**config.mk**
```make
export PLATFORM = sky130hd
export DESIGN_NAME = lsu_mem_master_flat
export DESIGN_NICKNAME = d
export VERILOG_FILES = /design/src/rtl/lsu_mem_master_pkg.sv /design/src/rtl/lsu_mem_master_if.sv /design/src/rtl/lsu_lane_align.sv /design/src/rtl/lsu_mem_master.sv /design/src/flat_wrapper.sv
export SDC_FILE = /design/constraint.sdc
export NUM_CORES = 1
export LEC_CHECK = 0
export CELL_PAD_IN_SITES_DETAIL_PLACEMENT = 1
export CELL_PAD_IN_SITES_GLOBAL_PLACEMENT = 1
export CORE_MARGIN = 2
export CORE_UTILIZATION = 38
export DETAILED_ROUTE_END_ITERATION = 10
export PLACE_DENSITY = 0.88
export RECOVER_POWER = 100
export SYNTH_ARGS = -nofsm -noshare
export SYNTH_HDL_FRONTEND = slang
export SYNTH_HIERARCHICAL = 1
export SYNTH_SLANG_ARGS = --single-unit
export TNS_END_PERCENT = 30
```
**constraint.sdc**
```tcl
create_clock -name clk -period 4.9 [get_ports clk]
set_clock_uncertainty 0.05 [all_clocks]
set_input_delay 0.98 -clock clk [delete_from_list [all_inputs] [get_ports clk]]
set_output_delay 0.98 -clock clk [all_outputs]
set_load 0.01 [all_outputs]
```
**src/rtl/lsu_mem_master_pkg.sv**
```systemverilog
// Shared types and constants for the LSU memory master: op field layout,
// size codes, FSM state encoding and the word-alignment helper.
package lsu_mem_master_pkg;

   localparam int LSU_W         = 32;
   localparam int LSU_OP_W      = 4;
   localparam int LSU_STORE_BIT = 3;
   localparam int LSU_UNS_BIT   = 2;

   localparam logic [1:0] LSU_SZ_B = 2'b00;
   localparam logic [1:0] LSU_SZ_H = 2'b01;
   localparam logic [1:0] LSU_SZ_W = 2'b10;

   typedef enum logic [1:0] {
      LSU_IDLE = 2'b00,
      LSU_RD   = 2'b01,
      LSU_WR   = 2'b10,
      LSU_RESP = 2'b11
   } lsu_state_e;

   function automatic logic [LSU_W-1:0] lsu_word_addr(input logic [LSU_W-1:0] a);
      return {a[LSU_W-1:2], 2'b00};
   endfunction

endpackage

```
**src/rtl/lsu_mem_master_if.sv**
```systemverilog
// CPU request/response handshake plus word-wide memory port of the LSU.
// The master modport is the LSU side; slave is the CPU/memory environment.
interface lsu_mem_master_if
   import lsu_mem_master_pkg::*;
#(
   parameter int W = LSU_W
);
   logic                req_valid;
   logic                req_ready;
   logic [LSU_OP_W-1:0] req_op;
   logic [W-1:0]        req_addr;
   logic [W-1:0]        req_wdata;
   logic                resp_valid;
   logic                resp_ready;
   logic [W-1:0]        resp_rdata;
   logic                resp_err;
   logic                read_en;
   logic [W-1:0]        read_addr;
   logic [W-1:0]        read_data;
   logic                write_en;
   logic [W-1:0]        write_addr;
   logic [W-1:0]        write_data;

   modport master (
      input  req_valid, req_op, req_addr, req_wdata, resp_ready, read_data,
      output req_ready, resp_valid, resp_rdata, resp_err,
             read_en, read_addr, write_en, write_addr, write_data
   );

   modport slave (
      output req_valid, req_op, req_addr, req_wdata, resp_ready, read_data,
      input  req_ready, resp_valid, resp_rdata, resp_err,
             read_en, read_addr, write_en, write_addr, write_data
   );
endinterface

```
**src/rtl/lsu_lane_align.sv**
```systemverilog
// Little-endian byte-lane datapath: load extract/extend, sub-word store
// merge and the misalignment / reserved-size check.
module lsu_lane_align
   import lsu_mem_master_pkg::*;
(
   input  logic [LSU_W-1:0] word_i,
   input  logic [LSU_W-1:0] wdata_i,
   input  logic [1:0]       offset_i,
   input  logic [1:0]       size_i,
   input  logic             uns_i,
   output logic [LSU_W-1:0] load_o,
   output logic [LSU_W-1:0] merge_o,
   output logic             misalign_o
);
   logic [4:0]  bsh_s;
   logic [4:0]  hsh_s;
   logic [7:0]  byte_s;
   logic [15:0] half_s;

   // Lane select by offset, then extend or merge according to size.
   always_comb begin
      bsh_s      = {offset_i, 3'b000};
      hsh_s      = {offset_i[1], 4'b0000};
      byte_s     = word_i[bsh_s +: 8];
      half_s     = word_i[hsh_s +: 16];
      load_o     = word_i;
      merge_o    = word_i;
      misalign_o = 1'b0;
      case (size_i)
         LSU_SZ_B: begin
            load_o              = {{(LSU_W-8){byte_s[7] & ~uns_i}}, byte_s};
            merge_o[bsh_s +: 8] = wdata_i[7:0];
         end
         LSU_SZ_H: begin
            load_o               = {{(LSU_W-16){half_s[15] & ~uns_i}}, half_s};
            merge_o[hsh_s +: 16] = wdata_i[15:0];
            misalign_o           = offset_i[0];
         end
         LSU_SZ_W: begin
            load_o     = word_i;
            merge_o    = wdata_i;
            misalign_o = |offset_i;
         end
         default: begin
            load_o     = {LSU_W{1'b0}};
            merge_o    = word_i;
            misalign_o = 1'b1;
         end
      endcase
   end
endmodule

```
**src/rtl/lsu_mem_master.sv**
```systemverilog
// Load/store initiator: turns byte/half/word CPU requests into aligned word
// reads and writes (read-modify-write for sub-word stores).
module lsu_mem_master
   import lsu_mem_master_pkg::*;
#(
   parameter int W = LSU_W
)(
   input  logic clk,
   input  logic rst,
   lsu_mem_master_if.master bus
);
   lsu_state_e          state_q, state_d;
   logic [LSU_OP_W-1:0] op_q, op_d;
   logic [W-1:0]        addr_q, addr_d;
   logic [W-1:0]        wdata_q, wdata_d;
   logic [W-1:0]        resp_rdata_q, resp_rdata_d;
   logic [W-1:0]        write_data_q, write_data_d;
   logic                resp_valid_q, resp_valid_d;
   logic                resp_err_q, resp_err_d;
   logic                req_ready_q, req_ready_d;

   logic                idle_s;
   logic [1:0]          lane_off_s;
   logic [1:0]          lane_size_s;
   logic [W-1:0]        load_s;
   logic [W-1:0]        merge_s;
   logic                misalign_s;

   // In IDLE the lane unit checks the incoming request; afterwards it works on the latched one.
   assign idle_s      = (state_q == LSU_IDLE);
   assign lane_off_s  = idle_s ? bus.req_addr[1:0] : addr_q[1:0];
   assign lane_size_s = idle_s ? bus.req_op[1:0]   : op_q[1:0];

   lsu_lane_align u_lane (
      .word_i     (bus.read_data),
      .wdata_i    (wdata_q),
      .offset_i   (lane_off_s),
      .size_i     (lane_size_s),
      .uns_i      (op_q[LSU_UNS_BIT]),
      .load_o     (load_s),
      .merge_o    (merge_s),
      .misalign_o (misalign_s)
   );

   // Next-state and output-register computation for the four-state transaction FSM.
   always_comb begin
      state_d      = state_q;
      op_d         = op_q;
      addr_d       = addr_q;
      wdata_d      = wdata_q;
      resp_rdata_d = resp_rdata_q;
      write_data_d = write_data_q;
      resp_valid_d = resp_valid_q;
      resp_err_d   = resp_err_q;
      req_ready_d  = req_ready_q;
      case (state_q)
         LSU_IDLE: begin
            if (bus.req_valid) begin
               op_d         = bus.req_op;
               addr_d       = bus.req_addr;
               wdata_d      = bus.req_wdata;
               resp_rdata_d = {W{1'b0}};
               resp_err_d   = 1'b0;
               req_ready_d  = 1'b0;
               if (misalign_s) begin
                  state_d      = LSU_RESP;
                  resp_err_d   = 1'b1;
                  resp_valid_d = 1'b1;
               end else if (bus.req_op[LSU_STORE_BIT] && (bus.req_op[1:0] == LSU_SZ_W)) begin
                  state_d      = LSU_WR;
                  write_data_d = bus.req_wdata;
               end else begin
                  state_d = LSU_RD;
               end
            end else begin
               state_d = LSU_IDLE;
            end
         end
         LSU_RD: begin
            if (op_q[LSU_STORE_BIT]) begin
               state_d      = LSU_WR;
               write_data_d = merge_s;
            end else begin
               state_d      = LSU_RESP;
               resp_rdata_d = load_s;
               resp_valid_d = 1'b1;
            end
         end
         LSU_WR: begin
            state_d      = LSU_RESP;
            resp_valid_d = 1'b1;
         end
         LSU_RESP: begin
            if (bus.resp_ready) begin
               state_d      = LSU_IDLE;
               resp_valid_d = 1'b0;
               req_ready_d  = 1'b1;
            end else begin
               state_d = LSU_RESP;
            end
         end
         default: begin
            state_d      = LSU_IDLE;
            resp_valid_d = 1'b0;
            req_ready_d  = 1'b1;
         end
      endcase
   end

   // State and registered outputs; reset drops everything back to an idle, quiet port.
   always_ff @(posedge clk or negedge rst) begin
      if (!rst) begin
         state_q      <= LSU_IDLE;
         op_q         <= {LSU_OP_W{1'b0}};
         addr_q       <= {W{1'b0}};
         wdata_q      <= {W{1'b0}};
         resp_rdata_q <= {W{1'b0}};
         write_data_q <= {W{1'b0}};
         resp_valid_q <= 1'b0;
         resp_err_q   <= 1'b0;
         req_ready_q  <= 1'b1;
      end else begin
         state_q      <= state_d;
         op_q         <= op_d;
         addr_q       <= addr_d;
         wdata_q      <= wdata_d;
         resp_rdata_q <= resp_rdata_d;
         write_data_q <= write_data_d;
         resp_valid_q <= resp_valid_d;
         resp_err_q   <= resp_err_d;
         req_ready_q  <= req_ready_d;
      end
   end

   // Strobes decode straight from state so an asserted reset kills them at once.
   assign bus.read_en    = (state_q == LSU_RD);
   assign bus.write_en   = (state_q == LSU_WR);
   assign bus.read_addr  = lsu_word_addr(addr_q);
   assign bus.write_addr = lsu_word_addr(addr_q);
   assign bus.write_data = write_data_q;
   assign bus.req_ready  = req_ready_q;
   assign bus.resp_valid = resp_valid_q;
   assign bus.resp_rdata = resp_rdata_q;
   assign bus.resp_err   = resp_err_q;
endmodule

```
**src/flat_wrapper.sv**
```systemverilog
// flat-port wrapper written by rule: the top's interface ports become plain ports
module lsu_mem_master_flat import lsu_mem_master_pkg::*;
#(
   parameter int W = LSU_W
)
  (clk, rst, bus_req_valid, bus_req_op, bus_req_addr, bus_req_wdata, bus_resp_ready, bus_read_data, bus_req_ready, bus_resp_valid, bus_resp_rdata, bus_resp_err, bus_read_en, bus_read_addr, bus_write_en, bus_write_addr, bus_write_data);
  lsu_mem_master_if #(.W(W)) bus_i ();
  input  logic clk;
  input  logic rst;
  input wire logic [$bits(bus_i.req_valid)-1:0] bus_req_valid;
  input wire logic [$bits(bus_i.req_op)-1:0] bus_req_op;
  input wire logic [$bits(bus_i.req_addr)-1:0] bus_req_addr;
  input wire logic [$bits(bus_i.req_wdata)-1:0] bus_req_wdata;
  input wire logic [$bits(bus_i.resp_ready)-1:0] bus_resp_ready;
  input wire logic [$bits(bus_i.read_data)-1:0] bus_read_data;
  output wire logic [$bits(bus_i.req_ready)-1:0] bus_req_ready;
  output wire logic [$bits(bus_i.resp_valid)-1:0] bus_resp_valid;
  output wire logic [$bits(bus_i.resp_rdata)-1:0] bus_resp_rdata;
  output wire logic [$bits(bus_i.resp_err)-1:0] bus_resp_err;
  output wire logic [$bits(bus_i.read_en)-1:0] bus_read_en;
  output wire logic [$bits(bus_i.read_addr)-1:0] bus_read_addr;
  output wire logic [$bits(bus_i.write_en)-1:0] bus_write_en;
  output wire logic [$bits(bus_i.write_addr)-1:0] bus_write_addr;
  output wire logic [$bits(bus_i.write_data)-1:0] bus_write_data;
  assign bus_i.req_valid = bus_req_valid;
  assign bus_i.req_op = bus_req_op;
  assign bus_i.req_addr = bus_req_addr;
  assign bus_i.req_wdata = bus_req_wdata;
  assign bus_i.resp_ready = bus_resp_ready;
  assign bus_i.read_data = bus_read_data;
  assign bus_req_ready = bus_i.req_ready;
  assign bus_resp_valid = bus_i.resp_valid;
  assign bus_resp_rdata = bus_i.resp_rdata;
  assign bus_resp_err = bus_i.resp_err;
  assign bus_read_en = bus_i.read_en;
  assign bus_read_addr = bus_i.read_addr;
  assign bus_write_en = bus_i.write_en;
  assign bus_write_addr = bus_i.write_addr;
  assign bus_write_data = bus_i.write_data;
  lsu_mem_master #(.W(W)) u_core (.clk(clk), .rst(rst), .bus(bus_i));
endmodule
```
* After elaboration in Yosys (flattened, before gate mapping)
Cells that the tools add are included.
** Storage, ports and cells
- Bits in registers :: 137
- Bits of input ports :: 104
- Output and inout bits :: 133
** Cells by class
- $add $sub $neg :: 2
- Eq/ne operators :: 13
- Shift operators :: 6
- Mux-type cells :: 30
- Bitwise gates (word level) :: 3
- Reductions and logical operators :: 11
** Operators with widths (number)
- $mux 32 :: 6
- $pmux 32 s3 :: 2
- $pmux 32 s2 :: 2
- $bwmux 32 :: 2
- $shift 16x7->32 const A :: 1
- $shift 8x7->32 const A :: 1
- $shiftx 16x7->32 :: 1
- $shiftx 32x6->16 :: 1
- $shiftx 32x6->8 :: 1
- $shiftx 8x7->32 :: 1
- $neg 5->7 :: 2
- $mux 2 :: 6
- $ne 2x2->1 const B :: 6
- $eq 2x2->1 const B :: 4
- $mux 1 :: 8
- $pmux 2 s4 :: 1
- $reduce_and 3->1 :: 2
- $reduce_and 5->1 :: 1
- $eq 2x1->1 const B :: 2
- $logic_not 2->1 :: 2
- $pmux 1 s4 :: 1
- $reduce_and 4->1 :: 1
- $reduce_bool 2->1 :: 2
- $pmux 1 s3 :: 1
- other kinds (7) :: 8

* Longest topological paths before layout
Gate-level depths: netlist of the first run.
- Depth after elaboration :: 8
- Depth in mapped cells :: 14
- Depth with buffers taken out :: 9

* Cells and area by module
Netlist of the first run, hierarchy kept.
** Modules (own cells, without submodules)
- lsu_mem_master :: instances 1, cells an instance 418, area an instance 6058.3 sq um, sequential area each 3429.5 sq um
- lsu_lane_align :: instances 1, cells an instance 287, area an instance 2124.5 sq um, sequential area each 0.0 sq um

* Worst setup path before layout of the first run
OpenSTA, ideal clock, no wires.
- Path kind :: input -> register
- From :: input bus_req_addr[1]
- To :: register u_core.write_data_q[22], in the netlist u_core/bus.write_data[22]
- Library setup time :: 0.125 ns
- Arrival :: 3.366 ns
- Slack :: 1.360 ns
- Stages on the path :: 10
- Buffers on the path :: 2
- Cell sequence :: mux2_2 buf_2 buf_2 clkinv_1 ha_1 nor4b_1 a32o_2 a221o_1 mux2_2 mux2_2
** Between the ends
- Longest elaborated chain between the ends :: 7
- Elaborated cells between the ends (all ways) :: 16
** RTL lines
- from (decl) :: line flat_wrapper.sv:12 : input wire logic [$bits(bus_i.req_addr)-1:0] bus_req_addr;
- $mux 2 (*) :: line lsu_mem_master.sv:31 : assign lane_off_s = idle_s ? bus.req_addr[1:0] : addr_q[1:0];
- $neg 5->7, on equally long branches :: line lsu_lane_align.sv:36, lsu_lane_align.sv:32
- $shiftx 16x7->32, or another cell as far along :: line lsu_lane_align.sv:36 : merge_o[hsh_s +: 16] = wdata_i[15:0];
- $bwmux 32, on equally long branches :: line lsu_lane_align.sv:36, lsu_lane_align.sv:32
- $pmux 32 s3 (*) :: line lsu_lane_align.sv:29 : case (size_i)
- named net u_core.merge_s[22] :: line lsu_mem_master.sv:26 : logic [W-1:0] merge_s;
- $mux 32 (*) :: line lsu_mem_master.sv:80 : if (op_q[LSU_STORE_BIT]) begin
- $pmux 32 s2 (*) :: line lsu_mem_master.sv:56 : case (state_q)
- to (signal assigned) :: line lsu_mem_master.sv:118 : write_data_q <= {W{1'b0}};
- to (signal assigned) :: line lsu_mem_master.sv:128 : write_data_q <= write_data_d;
- to (decl) :: line lsu_mem_master.sv:17 : logic [W-1:0] write_data_q, write_data_d;
The timed path passes the listed nets; every way through them passes the cells marked *. The select of a mux whose other input is x is not followed.
A chain may end at the register's enable or synchronous reset.

* Final worst setup path of the first run
- From :: register u_core.state_q[1]
- To :: register u_core.write_data_q[17], in the netlist u_core/bus.write_data[17]
** Between the ends
- Elaborated cells between the ends (all ways) :: 26
** RTL lines
- from (decl) :: line lsu_mem_master.sv:12 : lsu_state_e state_q, state_d;
- from (signal assigned) :: line lsu_mem_master.sv:123 : state_q <= state_d;
- $logic_not 2->1 (*) :: line lsu_mem_master.sv:30 : assign idle_s = (state_q == LSU_IDLE);
- $mux 2 (*) :: line lsu_mem_master.sv:32 : assign lane_size_s = idle_s ? bus.req_op[1:0] : op_q[1:0];
- named net u_core.lane_size_s[1] :: line lsu_mem_master.sv:24 : logic [1:0] lane_size_s;
- $eq 2x2->1, or another cell as far along :: line lsu_lane_align.sv:29
- $pmux 1 s3 (*) :: line lsu_lane_align.sv:29
- named net u_core.misalign_s :: line lsu_mem_master.sv:27 : logic misalign_s;
- $ne 2x2->1 (no line) (*)
- $reduce_and 5->1 (no line) (*)
Marks and branches as above.

==> results of run 1 <==
[critical path, delay by kind of cell, from the launching register on]
kind                   cells  cell delay (ps)
muxes                      2             1220
buffers and inverters      1              240
and+or+nand+nor            2              870
DFF                        1              500
AOI/OAI and AO/OA          3             1110
[power by group through the flow]
stage	clock network (W)	logic [W]	registers, W
6_report	0.00142	0.00439	0.00220
5_1_grt	0.00151	0.00471	0.00227
4_1_cts	0.00146	0.00457	0.00222
3_5_place_dp	0	0.00452	0.00223
3_3_place_gp	0	0.00440	0.00220
2_1_floorplan	0	0.00305	0.00214
[metrics by stage]
stage	hold WS [ps]	cells	total power, W	util	setup WS [ps]
2_1_floorplan	425	708	0.00519	-	1360
3_3_place_gp	426	1109	0.00659	0.483	926
3_5_place_dp	431	1109	0.00675	0.483	713
4_1_cts	452	1141	0.00824	0.514	947
5_1_grt	452	1143	0.00849	0.512	431
6_report	444	1143	0.00800	0.512	766
[Yosys cell counts (all sizes together) (2+ instances only)]
cell type,n
o22ai,2
nor3,3
a41oi,8
or3b,2
inv,5
nor3b,5
and3,8
a21boi,5
mux2i,19
o221ai,10
a21oi,16
o31ai,2
o21ai,24
a22o,40
dfrtp,136
nor2,12
nor2b,24
o32ai,4
nand2,22
clkbuf,15
mux2,152
o221a,2
buf,104
nand2b,8
ha,5
o21a,3
a22oi,32
a221o,20
[worst min-delay path by stage]
| stage | cells after the start | to | startpoint |
|---|---|---|---|
| 2_1_floorplan | 1 | u_core/wdata_q[31] | u_core/wdata_q[31] |
| 3_3_place_gp | 1 | u_core/bus.write_data[3] | u_core/bus.write_data[3] |
| 3_5_place_dp | 1 | u_core/bus.resp_rdata[20] | u_core/bus.resp_rdata[20] |
| 4_1_cts | 1 | u_core/bus.resp_rdata[20] | u_core/bus.resp_rdata[20] |
| 5_1_grt | 1 | u_core/bus.resp_rdata[20] | u_core/bus.resp_rdata[20] |
| 6_report | 1 | u_core/bus.resp_rdata[20] | u_core/bus.resp_rdata[20] |
[registers in the layout, summed over array words and instances (netlist names)]
signal	cells
u_core/addr_q	32
u_core/state_q	2
u_core/bus.write_data	32
u_core/wdata_q	32
u_core/bus.req_ready	1
u_core/bus.resp_err	1
u_core/bus.resp_valid	1
u_core/op_q	4
u_core/bus.resp_rdata	32
[cell families (layout without fill, tap and decap cells)]
kind of cell / count (synthesis) / after routing
simple gates: 91 / 91
fa+ha+maj: 5 / 5
mux: 171 / 171
compound gates: 175 / 175
buf+inv: 125 / 283
other cells: 1 / 6
flops: 137 / 137
[per-layer routing]
layer / vias to the layer above / GRT usage / part of all wire
li1: 2889 / - / -
met1: 3283 / 0.290 / 0.40
met2: 344 / 0.398 / 0.48
met3: 55 / 0.0806 / 0.089
met4: 4 / 0.0883 / 0.026
met5: - / 0 / 0.00099
[layout by cell type, fill, tap and decap left out, types with 5 or more instances in the layout]
master | netlist | final
nand2_1 | 22 | 22
nand2b_1 | 8 | 8
a221o_1 | 20 | 20
clkbuf_16 | 0 | 17
mux2_2 | 150 | 148
buf_4 | 72 | 8
clkbuf_8 | 0 | 5
nor2b_1 | 24 | 24
inv_1 | 5 | 5
clkdlybuf4s50_1 | 0 | 102
a21oi_1 | 15 | 14
nor2_1 | 11 | 11
a22oi_1 | 31 | 31
and3_1 | 8 | 8
dlygate4sd3_1 | 0 | 129
dfrtp_1 | 136 | 136
ha_1 | 5 | 5
a41oi_1 | 8 | 8
a21boi_0 | 5 | 5
mux2i_1 | 19 | 19
o221ai_1 | 10 | 10
a22o_1 | 40 | 40
o21ai_0 | 24 | 24
[final cells by class]
type                            count  share of cell area
Multi-Input combinational cell    446               0.364
Sequential cell                   137               0.317
Timing Repair Buffer              245               0.223
Clock buffer                       22              0.0457
Tap cell                          275              0.0318
Clock inverter                     10              0.0152
Inverter                            6             0.00208
Antenna cell                        2            0.000463
==> reports/summary.txt, run 1 <==
Async SR Flop Fraction = 1.00
wire per inst = 23.8 um
share of layout cells above drive strength 1 = 0.239
Worst Hold Class = reg -> reg
Sw Ratio = 0.398
crit path to = u_core/bus.write_data[17]
main combinational cell family by area after synthesis = multiplexers
Crit path required time = 5160 ps
FP Rows = 53
# setup viols final = 0
Simple-Gate Fraction of Synth Area = 0.0651
synth top area cells = dfrtp_1 (42%), mux2_2 (21%), buf_4 (6.6%)
Die Width = 151 um
P_sw = 0.00319 W
# resized after CTS = 0
register area = 0.00343 sq mm
clock buffer depth = 2
crit end category = flip-flop
Final Hold Vio Count = 0
Reg2Reg Setup Slack = 770 ps
Adder-Cell Fraction of Synth Area = 0.00765
clock share of power = 0.177
warnings from Yosys = 6
Pint = 0.00481 W
Final Cell Area = 0.0108 sq mm
die height = 151 um
Vias = 6575
outcome = complete, but fails checks
crit-path most repeated cell = a21oi_1
Worst VDD drop = 0.330 mV
r2r endpoint = u_core/bus.write_data[17]
Placer Congestion = 0.933
Routed Antenna Nets = 0
minimum clock period = 4130 ps
Seq pwr share = 0.275
synthesized flop and latch total = 137
Post-synth EDFFs = 0
Area Overhead vs Synth = 32.0%
clk slew on worst S/H paths = 60 ps
RSZ-0062 raised after global routing = false
die area = 0.0227 sq mm
Post-Synth XOR/XNOR Area = 0
# fillers = 2206
Crit. Startpoint = u_core/state_q[1]
Synth Cell Area = 0.00818 sq mm
via density per instance = 5.75
area of the multi-input gates = 0.00393 sq mm
Core Area = 0.0211 sq mm
initial antenna violation count = 4
Layout Nets = 962
worst skew pair latency = 420 ps
FMAX = 242 MHz
IO buf count = 232
Least-Margin Pin Slew = 1980 ps
RR Startpoint = u_core/state_q[1]
overflow left after global routing = 0
Crit Path Category = reg -> reg
final count of pins violating max slew = 185
startpoint types = flip-flop
largest area contributor in the synthesized netlist = dfrtp_1
Worst Path Arrival = 4390 ps
Post-CTS Hold Buffers = 0
cell count after synthesis = 705
mux share of post-synthesis cell area = 0.233
1st-pass router iterations = 6
sequential fraction of the synthesis area = 0.419
Synth top area share = 0.416
library cells used by synthesis = 56
critical path's largest stage delay = 870 ps
root buf cell = clkbuf_16
Post-Syn Area per Cell = 11.6 sq um
DRC viols = 0
slew margin rel. = -0.322
failing checks = capacitance limit, slew limit
Tot GR Track Use = 0.240
most used flip-flop cell after synthesis = dfrtp_1
Initial Utilization = 0.388
Pleak = 4.59 nW
Max Cap Viol = 3
CP cell instances = nor2_1 -> mux2_1 -> a21oi_1 -> a21oi_1 -> nand4bb_1 -> o2bb2ai_4 -> buf_12 -> mux2_2
CTS tree = yes
slowest cell on the critical path = mux2_1
Synth Area in Compound Gates = 0.172
number of I/O pins = 237
CTS buffer count = 17
combinational power share = 0.548
Power Density = 741 mW/mm^2
# clock sinks = 137
number of global-route vias before repair = 6841
worst-path fanout max = 34
fin crit share = 0.844
Register-to-Register Path Depth = 8
final WL = 27200 um
pin count of the biggest net entering global routing = 78
H-tree Lvls = 4
first-pass GRT wire length = 40800 um
placed cell area = 0.0102 sq mm
DRT iter0 DRCs = 537
number of setup buffers added after CTS = 0
DP Wirelength = 19700 um
setup_tns = 0 ps
Power figures use the tool's default switching activity.
==> inputs of run 2 (changes only) <==
- CORE_UTILIZATION: 38 -> 34
- PLACE_DENSITY: 0.88 -> 0.84
- clock period: 4.9 -> 3.5 ns (I/O delays scaled with it)
==> run 2 against run 1 <==
  * The flow still finishes with violations (capacitance limit, slew limit)
  * Via count up 1.4%
  * Critical path depth up 1
  * Power up 41%
  * Non-clock buffer count up 21
  * Sequential power up 40%
  * Design area up 1.5%
  * Setup slack worse by 470 ps
  * First-iteration DRC count down 36%
==> reports/summary.txt, run 2 (same netlist as run 1, synthesis figures left out) <==
outcome = complete, but fails checks
failing checks = capacitance limit, slew limit
share of layout cells above drive strength 1 = 0.258
Post-CTS Hold Buffers = 0
Tot GR Track Use = 0.214
P_sw = 0.00450 W
r2r endpoint = u_core/bus.write_data[26]
Reg2Reg Setup Slack = 290 ps
Power Density = 1030 mW/mm^2
H-tree Lvls = 4
clk slew on worst S/H paths = 60 ps
Final Hold Vio Count = 0
DRT iter0 DRCs = 346
crit-path most repeated cell = mux2_2
Hold Path Depth = 1
Sw Ratio = 0.400
Core Area = 0.0235 sq mm
min-delay src = u_core/bus.write_data[3]
Worst VDD drop = 0.457 mV
combinational power share = 0.565
wire per inst = 22.7 um
Hold Path End = u_core/bus.write_data[3]
final WL = 27400 um
# resized after CTS = 0
DP Wirelength = 20600 um
worst skew pair latency = 420 ps
Pleak = 4.67 nW
slowest cell on the critical path = mux2_2
CTS tree = yes
Least-Margin Pin Slew = 2140 ps
Min Hold Slack = 440 ps
pin count of the biggest net entering global routing = 84
Area Overhead vs Synth = 34.0%
Max Cap Viol = 1
via density per instance = 5.53
IO buf count = 232
initial antenna violation count = 1
# diodes = 0
most common cell after layout, fill and taps aside = mux2_2
Layout Nets = 983
Pint = 0.00676 W
overflow left after global routing = 0
1st-pass router iterations = 5
first-pass GRT wire length = 42100 um
slew margin rel. = -0.427
RSZ-0062 raised after global routing = false
Worst Hold Class = reg -> reg
die area = 0.0253 sq mm
minimum clock period = 3210 ps
critical path's largest stage delay = 580 ps
most frequent cells in the layout = mux2_2 (150), dfrtp_1 (136), dlygate4sd3_1 (130)
number of setup buffers added after CTS = 0
DRC viols = 0
Worst Path Arrival = 3460 ps
worst-path fanout max = 32
FP Rows = 56
number of global-route vias before repair = 7129
FMAX = 312 MHz
Seq pwr share = 0.273
Routed Antenna Nets = 0
setup_tns = 0 ps
root buf cell = clkbuf_16
Crit Path Category = reg -> reg
Crit path required time = 3750 ps
startpoint types = flip-flop
# setup viols final = 0
CTS buffer count = 17
Initial Utilization = 0.348
# clock sinks = 137
Register-to-Register Path Depth = 9
fin crit share = 0.916
Vias = 6670
RR Startpoint = u_core/state_q[0]
die height = 159 um
Placer Congestion = 0.935
number of I/O pins = 237
clock buffer depth = 2
Die Width = 159 um
final count of pins violating max slew = 84
clock share of power = 0.162
crit end category = flip-flop
CP cell instances = nor2_1 -> clkbuf_1 -> mux2_2 -> inv_1 -> a21oi_1 -> nand4bb_1 -> o2bb2ai_4 -> buf_12 -> mux2_2
-- run 2: how the worst max path moves through the flow --
| stage | depth (start not counted) | slack (ps) | from | end |
|---|---|---|---|---|
| 2_1_floorplan | 12 | 30 | u_core/state_q[1] | u_core/bus.write_data[22] |
| 3_3_place_gp | 9 | 170 | bus_req_addr[0] | u_core/bus.write_data[20] |
| 3_5_place_dp | 9 | 70 | bus_req_addr[0] | u_core/bus.write_data[22] |
| 4_1_cts | 8 | 460 | u_core/state_q[0] | u_core/bus.write_data[8] |
| 5_1_grt | 9 | 180 | u_core/state_q[0] | u_core/bus.write_data[26] |
| 6_report | 9 | 290 | u_core/state_q[0] | u_core/bus.write_data[26] |
-- run 2: worst max-delay path: cells and delay by family, from the launching register on --
| family | cells | cell delay (ps) |
|---|---|---|
| multiplexers | 2 | 950 |
| buffers and inverters | 3 | 710 |
| AND/OR/NAND/NOR | 2 | 560 |
| AO/OA/AOI/OAI | 2 | 390 |
| flip-flops | 1 | 380 |
-- run 2: cell type report --
class | instances | area (sq um)
inverters | 6 | 22.5
multi-input cells | 446 | 3940
clock buffers | 20 | 437
repair buffers | 266 | 2580
clock inverters | 12 | 151
well taps | 319 | 399
fillers | 2489 | 12600
flip-flops and latches | 137 | 3430
-- run 2: through the flow --
step	utilization	cells	cell area (sq um)	total power [W]	worst slack [ps]
final	0.466	1206	11000	0.0113	293
after global routing	0.466	1206	11000	0.0119	175
after CTS	0.468	1206	11000	0.0116	461
after detailed placement	0.443	1174	10400	0.00975	68.2
after global placement	0.443	1174	10400	0.00950	169
after floorplan	-	708	8190	0.00726	33.4
-- run 2: metal layers --
layer,GRT usage,vias up,part of all wire
li1,-,2923,-
met1,0.264,3379,0.41
met2,0.358,312,0.49
met3,0.0612,56,0.069
met4,0.0798,0,0.029
met5,0,-,0
-- run 2: power groups by stage --
stage,clock [W],sequential (W),combinational (W)
2_1_floorplan,0,0.00299,0.00427
3_3_place_gp,0,0.00308,0.00643
3_5_place_dp,0,0.00312,0.00663
4_1_cts,0.00188,0.00310,0.00666
5_1_grt,0.00193,0.00317,0.00680
6_report,0.00182,0.00307,0.00636
